`src/rtl/if_fetch_unit.sv`:
```
// Instruction-fetch stage: drives the pc register, fetches over a req/gnt/rvalid
// handshake, and queues {pc, instr} for decode. Optional macro: IF_ALIGN_CHECK_EN.
module if_fetch_unit #(
  parameter int ADDR_W  = 64,
  parameter int INSTR_W = 32,
  parameter int DEPTH   = 2
) (
  input  logic               clk,
  input  logic               reset,
  input  logic [ADDR_W-1:0]  pc,
  output logic [ADDR_W-1:0]  newpc,
  output logic               pc_write,
  output logic               imem_req,
  output logic [ADDR_W-1:0]  imem_addr,
  input  logic               imem_gnt,
  input  logic               imem_rvalid,
  input  logic [INSTR_W-1:0] imem_rdata,
  input  logic               branch_taken,
  input  logic [ADDR_W-1:0]  branch_target,
  output logic               if_valid,
  output logic [INSTR_W-1:0] if_instr,
  output logic [ADDR_W-1:0]  if_pc,
  input  logic               id_ready
`ifdef IF_ALIGN_CHECK_EN
  ,
  output logic               if_misalign
`endif
);

  localparam int PTR_W = $clog2(DEPTH);
  localparam int CNT_W = PTR_W + 1;
  localparam logic [CNT_W-1:0] DEPTH_C = CNT_W'(DEPTH);

  typedef enum logic [1:0] {S_IDLE, S_FETCH, S_WAIT, S_DROP} state_e;

  typedef struct packed {
    logic [ADDR_W-1:0]  pc;
    logic [INSTR_W-1:0] instr;
  } entry_t;

  state_e             state_q;
  logic [ADDR_W-1:0]  req_pc_q;
  logic [ADDR_W-1:0]  newpc_q;
  logic               pc_write_q;
  logic [PTR_W-1:0]   wr_ptr_q, rd_ptr_q;
  logic [CNT_W-1:0]   count_q, count_d;
  entry_t             mem_q [DEPTH];
  entry_t             head;
  logic               grant, push_d, pop_d, fetch_block;

`ifdef IF_ALIGN_CHECK_EN
  logic misalign_q;

  always_ff @(posedge clk or negedge reset) begin
    if (!reset) begin
      misalign_q <= 1'b0;
    end else if (branch_taken && (branch_target[1:0] != 2'b00)) begin
      misalign_q <= 1'b1;
    end
  end

  assign if_misalign = misalign_q;
  assign fetch_block = misalign_q;
`else
  assign fetch_block = 1'b0;
`endif

  // Hold off while a pc write is pending: the pc input is stale until it lands.
  assign imem_req  = (state_q == S_FETCH) && !pc_write_q && (count_q < DEPTH_C) && !fetch_block;
  assign imem_addr = imem_req ? pc : '0;
  assign grant     = imem_req && imem_gnt;
  assign push_d    = (state_q == S_WAIT) && imem_rvalid && !branch_taken;
  assign pop_d     = if_valid && id_ready;
  assign count_d   = count_q + CNT_W'(push_d) - CNT_W'(pop_d);

  always_ff @(posedge clk or negedge reset) begin
    if (!reset) begin
      state_q    <= S_IDLE;
      req_pc_q   <= '0;
      newpc_q    <= '0;
      pc_write_q <= 1'b0;
    end else begin
      // NOTE: non-blocking default makes pc_write a one-cycle pulse; later
      // assignments in this block override it without ordering hazards.
      pc_write_q <= 1'b0;
      if (grant) begin
        req_pc_q <= pc;
      end
      if (branch_taken) begin
        pc_write_q <= 1'b1;
        newpc_q    <= branch_target;
      end else if (grant) begin
        pc_write_q <= 1'b1;
        newpc_q    <= pc + ADDR_W'(4);
      end

      case (state_q)
        S_IDLE:  state_q <= S_FETCH;
        S_FETCH: if (grant) state_q <= branch_taken ? S_DROP : S_WAIT;
        S_WAIT: begin
          if (imem_rvalid)       state_q <= S_FETCH;
          else if (branch_taken) state_q <= S_DROP;
        end
        S_DROP:  if (imem_rvalid) state_q <= S_FETCH;
        default: state_q <= S_IDLE;
      endcase
    end
  end

  always_ff @(posedge clk or negedge reset) begin
    if (!reset) begin
      wr_ptr_q <= '0;
      rd_ptr_q <= '0;
      count_q  <= '0;
    end else if (branch_taken) begin
      wr_ptr_q <= '0;
      rd_ptr_q <= '0;
      count_q  <= '0;
    end else begin
      if (push_d) wr_ptr_q <= wr_ptr_q + 1'b1;
      if (pop_d)  rd_ptr_q <= rd_ptr_q + 1'b1;
      count_q <= count_d;
    end
  end

  // NOTE: queue storage is not reset; count_q alone defines which entries are live.
  always_ff @(posedge clk) begin
    if (push_d) begin
      mem_q[wr_ptr_q] <= '{pc: req_pc_q, instr: imem_rdata};
    end
  end

  assign head     = mem_q[rd_ptr_q];
  assign if_valid = (count_q != '0);
  assign if_pc    = if_valid ? head.pc    : '0;
  assign if_instr = if_valid ? head.instr : '0;
  assign newpc    = newpc_q;
  assign pc_write = pc_write_q;

endmodule

```
`config.mk`:
```
export PLATFORM = sky130hd
export DESIGN_NAME = if_fetch_unit
export DESIGN_NICKNAME = d
export VERILOG_FILES = /design/src/rtl/if_fetch_unit.sv
export SDC_FILE = /design/constraint.sdc
export NUM_CORES = 1
export LEC_CHECK = 0
export ABC_CLOCK_PERIOD_IN_PS = 6200
export BUFFER_PORTS_ARGS = -buffer_cell sky130_fd_sc_hd__buf_2
export CORE_AREA = 2 2 225 227
export CTS_CLUSTER_DIAMETER = 120
export DETAILED_ROUTE_END_ITERATION = 10
export DIE_AREA = 0 0 227 229
export REMOVE_ABC_BUFFERS = 1
export SLEW_MARGIN = 20
export SYNTH_ARGS = -nofsm -noshare
export SYNTH_HDL_FRONTEND = slang
export SYNTH_SLANG_ARGS = --single-unit
```
`constraint.sdc`:
```
create_clock -name clk -period 6.2 [get_ports clk]
set_input_delay 0.93 -clock clk [delete_from_list [all_inputs] [get_ports clk]]
set_output_delay 0.93 -clock clk [all_outputs]
set_load 0.005 [all_outputs]
```
# Yosys cells after proc, flatten, opt, wreduce, memory -nomap -nowiden

Memories as Yosys holds them, arrays and structs flattened.
Cells that the tools add are included.

$add $sub $neg: 5
$mul: 0
Div/mod/pow operators: 0
Magnitude comparators: 1
Eq/ne operators: 6
Shift operators: 0
Mux-type cells: 20
Bitwise operators: 0
Reduce and logical (&&, ||, !) cells: 14

Operator list:

| kind                                                             | number |
|---|---|
| 64-bit 2-to-1 mux                                                | 4 |
| 64-bit by 3-bit adder with 64-bit output (second input constant) | 1 |
| 32-bit 2-to-1 mux                                                | 1 |
| 2-bit 2-to-1 mux                                                 | 5 |
| 1-bit 2-to-1 mux                                                 | 9 |
| 2-bit case mux with 4 select lines                               | 1 |
| 2-bit nonzero test                                               | 4 |
| 1-bit logical AND                                                | 6 |
| 2-bit == test (second input constant)                            | 2 |
| 2-bit inequality test (second input constant)                    | 2 |
| 3-bit inequality test (second input constant)                    | 1 |
| 3-bit AND reduction                                              | 1 |
| 1-bit adder (second input constant)                              | 2 |
| 2-bit by 1-bit adder with 2-bit output                           | 1 |
| 2-bit by 1-bit == test with 1-bit output (second input constant) | 1 |
| 1-bit zero test                                                  | 2 |
| 2-bit zero test                                                  | 1 |
| 2-bit less-than comparator (second input constant)               | 1 |
| 2-bit by 1-bit subtractor with 2-bit output                      | 1 |

Flip-flop bits (word level): 135
Bits in latches: 0
Memory bits (writable): 192
ROM bits: 0
Input port bits: 166
Output and inout port bits: 227
Word-level logic and storage cells: 54
Memories: 1

Memories:

| memory | depth | bits a word | rd ports | clocked after memory_dff | wr ports | RTL line | text |
|---|---|---|---|---|---|---|---|
| mem_q  | 2     | 96          | 1        | 0                        | 1        | 47       | `entry_t mem_q [DEPTH];` |

# Longest topological paths before layout

Depth after elaboration: 6
Mapped depth: 10
Mapped depth without buffers: 8

# Worst setup path after synthesis

OpenSTA, ideal clock, no wires.

Path type: input to register
Start: in branch_taken
End: mem mem_q[0][0] (netlist name), enable pin
Library setup time: 0.552 ns
Arrival time: 5.738 ns
Required time: 5.648 ns
Slack: -0.090 ns
Stages on the path: 6
Buffers on the path: 3
Cells stage by stage: clkbuf_1 inv_1 clkbuf_1 clkbuf_1 nand3_1 nor2_1

Longest elaborated chain between the ends: 4

RTL lines:

| element                                | RTL line | text |
|---|---|---|
| from (decl)                            | 18       | `input logic branch_taken,` |
| 1-bit zero test                        | 72       | `assign push_d = (state_q == S_WAIT) && imem_rvalid && !branch_taken;` |
| 1-bit logical AND                      | 72       |  |
| 1-bit 2-to-1 mux                       | 128      | `if (push_d) begin` |
| 1-bit 2-to-1 mux (not written as such) | 129      | `mem_q[wr_ptr_q] <= '{pc: req_pc_q, instr: imem_rdata};` |
| to (decl)                              | 47       |  |

Every way passes these cells.

# Worst setup path in the final report

Start: reg state_q[1]
End: reg newpc_q[61] (netlist: newpc[61])

Longest elaborated chain between the ends: 5

RTL lines:

| element                                  | RTL line | text |
|---|---|---|
| from (decl)                              | 41       | `state_e state_q;` |
| from (signal assigned)                   | 99       | `S_FETCH: if (grant) state_q <= branch_taken ? S_DROP : S_WAIT;` |
| 2-bit by 1-bit == test with 1-bit output | 69       | `assign imem_req = (state_q == S_FETCH) && !pc_write_q && (count_q < DEPTH_C) && !fetch_block;` |
| 1-bit logical AND (2 in series)          | 69       |  |
| 1-bit logical AND                        | 71       | `assign grant = imem_req && imem_gnt;` |
| 2-bit nonzero test (no line)             | n/a      |  |
| to (signal assigned)                     | 91       | `newpc_q <= branch_target;` |
| to (signal assigned)                     | 94       | `newpc_q <= pc + ADDR_W'(4);` |
| to (decl)                                | 43       | `logic [ADDR_W-1:0] newpc_q;` |

Every way passes these cells.
A chain may end at the register's enable or synchronous reset.

==> summary.txt <==
Timing
  – Final Hold Viols: 0
  – Fin crit share: 0.559
  – Max Transition Viols Final: 0
  – WHS: roughly 0.46 ns
  – Relative slew slack: 0.350
  – Slew @ Worst Pin: about 1 ns
  – Setup-failing EPs final: 0
  – Max Clk Rate: 289 MHz
  – RSZ-0062 raised after global routing: false
  – Setup TNS: 0 ns
  – Tmin final: approximately 3.5 ns
  – Worst Skew: a little over 0.008 ns

Clock tree
  – CTS root buf: clkbuf_16
  – CTS Buf Count: 39
  – Skew-Pair Late Insertion Delay: about 0.55 ns
  – Sink Count: between 300 and 400
  – Post-CTS Setup Repair Bufs: 0
  – Post-CTS Hold Buffers: 0
  – H-tree level count: 2
  – TritonCTS clock tree: yes
  – Clock Path Buffers: 3
  – Clock slew at reported path FFs: around 0.060 ns
  – # resized after CTS: 0

Final layout
  – Layout Utilization: 0.375
  – Fillers: 5020
  – Layout cells sized above 1: 0.278
  – Fin cells: about 2.4k
  – Synth-to-Final Area Change: 27.1%
  – Layout Nets: 1871

Yosys
  – Count leader, synth: nand2_1
  – Synth top cells by count: nand2_1 (282), edfxtp_1 (192), nor2_1 (142)
  – Primary FF master, synth: edfxtp_1
  – EDFF count, synth: between 150 and 200
  – Netlist cell types: between 40 and 50
  – Synthesized area: between 0.01 and 0.015 mm²
  – Fraction of registers with async set/reset: 0.413
  – Syn Area/Cell: 11.0 µm²
  – #FFs+latches synth: between 300 and 400
  – Register area share after synthesis: 0.624
  – Ranking of synthesized cells by area: edfxtp_1 (39%), dfrtp_1 (23%), nand2_1 (7.2%), mux2i_1 (6.9%), nor2_1 (3.6%)
  – Post-synth top area cell: edfxtp_1
  – YS warnings: 0
  – Cell count after synthesis: between 1k and 1.5k
  – Top cell type's share of synthesized area: 0.393

Worst setup path
  – Crit Path Class: reg2reg
  – Top delay family on crit path: simple AND/OR/NAND/NOR gates
  – Bufs and invs on worst path: 1
  – Arr. time, crit path: 3.93 ns
  – Crit. End Element: flip-flop
  – Critical Path RT: 6.66 ns
  – CP max FO: between 40 and 50
  – Slowest-stage cell, CP: nand2_2
  – Biggest cell delay along the critical path: between 0.7 and 0.8 ns
  – CP Cell Sequence: inv_1 -> ha_1 -> nor3b_2 -> and2_4 -> nand2_2 -> or4_1 -> mux2_2 -> o211ai_1
  – Startpoint Class: flip-flop

Placed design
  – Placer Congestion: around 0.81
  – Dpl hpwl: around 32000 µm
  – Buffers on Ports: ~390
  – Placed Cells: about 2.3k

Routing
  – DRT iter0 DRCs: about 640
  – Routed WL: ~48000 µm
  – Drt first pass iters: 5
  – Avg WL per Cell: approximately 20 µm
  – Vias: ~12k
  – Top layer in use: met5
  – Vias per cell: roughly 4.8
  – WL met3: around 2900 µm
  – Antenna Nets Post-Route: 0
  – DRC: 0
  – WL met1: approximately 20000 µm
  – WL met2: roughly 23000 µm

GRT
  – GRT Util Overall: 0.180
  – Initial antenna violation count: 4
  – Global-route wire length before repair: 70000 µm
  – Number of global-route vias before repair: between 10k and 15k
  – Largest net degree at the start of global routing: 88
  – GRT overflow: 0

Power and ir drop
  – Switching share of total power: 0.324
  – Power Dens Cells: ~400 mW/mm²
  – Psw: 2.35 mW
  – Cell Int Power: about 5 mW
  – Leakage Power: ~8 nW
  – Register share of total power: 0.412
  – Maximum VDD drop: approximately 0.24 mV
  – Combinational power share: 0.273
  – Clk pwr share: 0.315

Floorplanning
  – IO Pins: 393
  – Core footprint: about 0.050 mm²
  – Die Wd: 227 µm
  – Initial core utilization: 0.295
  – Die Span Y: 229 µm
  – # rows: between 80 and 90
  – Die area: 0.0520 mm²

Min path
  – Hold WC Path Type: in2async

Flow run
  – Max cap viols: 0

Outcome
  – Status: finished, final reports clean
[path summary, 6_finish.rpt]
path | depth (start not counted) | endpoint | slack [ns] | from
min in group clk | 0 | mem_q[1][71] | 0.47 | req_pc_q[39]
worst min-delay path | 1 | req_pc_q[10] | 0.46 | reset
max in group asynchronous | 2 | req_pc_q[9] | 4.39 | reset
worst min register to register | 0 | mem_q[1][71] | 0.47 | req_pc_q[39]
worst max-delay path | 8 | newpc[61] | 2.73 | state_q[1]
worst max register to register | 8 | newpc[61] | 2.73 | state_q[1]
[per-stage QoR]
stage	setup WS [ns]	total power, mW	area (µm²)
after detailed placement	2.40	5.05	17400
after global routing	2.53	7.68	18600
after global placement	2.47	4.98	17300
after floorplan	-0.667	4.08	14300
final	2.73	7.25	18600
after CTS	2.67	7.38	18600
[power by group through the flow]
| stage | Combinational, mW | Sequential, mW | Clock [mW] |
|---|---|---|---|
| global placement | 1.97 | 3.00 | 0 |
| global route | 2.22 | 3.03 | 2.43 |
| CTS | 2.03 | 2.99 | 2.36 |
| finish | 1.98 | 2.99 | 2.29 |
| detailed placement | 2.02 | 3.03 | 0 |
| floorplan | 1.07 | 3.01 | 0 |
[flip-flops by register name, indices dropped and copies added (netlist names)]
name      cells
wr_ptr_q      1
req_pc_q     64
pc_write      1
count_q       2
rd_ptr_q      1
state_q       2
newpc        64
mem_q       192
[cells by family (layout without fill, tap and decap cells)]
logic type,after synthesis,in the layout,synth area share
AO/OA/AOI/OAI,123,123,0.0487
XOR/XNOR,56,56,0.0335
adder cells (fa/ha/maj),6,6,0.00512
buffers and inverters,94,489,0.0242
flip-flops,327,327,0.624
multiplexers,102,102,0.0698
other,0,2,0
AND/OR/NAND/NOR,626,626,0.195
[placed cells by master, fill, tap and decap left out, types with 33 or more instances in the layout]
cell type,n
mux2i_1,101
and2_1,67
dfrtp_1,134
nand2_1,280
clkbuf_16,41
nor2_1,139
a21oi_1,33
o21ai_0,34
xnor2_1,34
buf_2,390
edfxtp_1,192
[metal layers]
layer / up-vias / GRT usage
li1: 5366 / -
met1: 5678 / 0.231
met2: 358 / 0.299
met3: 96 / 0.0395
met4: 4 / 0.0652
met5: - / 0
[worst reg2reg max path, cell delays in order (launching register included)]
cell and delay, ns:
dfrtp_1 0.40, inv_1 0.09, ha_1 0.20, nor3b_2 0.24, and2_4 0.57, nand2_2 0.79
or4_1 0.75, mux2_2 0.27, o211ai_1 0.09
[layout make-up]
class / instances / area [µm²] / area share
Antenna cell: 2 / 5.00 / 0.000269
Clock buffer: 53 / 1090 / 0.0586
Clock inverter: 18 / 178 / 0.00954
Inverter: 12 / 45.0 / 0.00242
Multi-Input combinational cell: 913 / 5210 / 0.280
Sequential cell: 327 / 9150 / 0.491
Tap cell: 672 / 841 / 0.0451
Timing Repair Buffer: 406 / 2110 / 0.113
No activity file was read; power rests on OpenSTA's default activity.
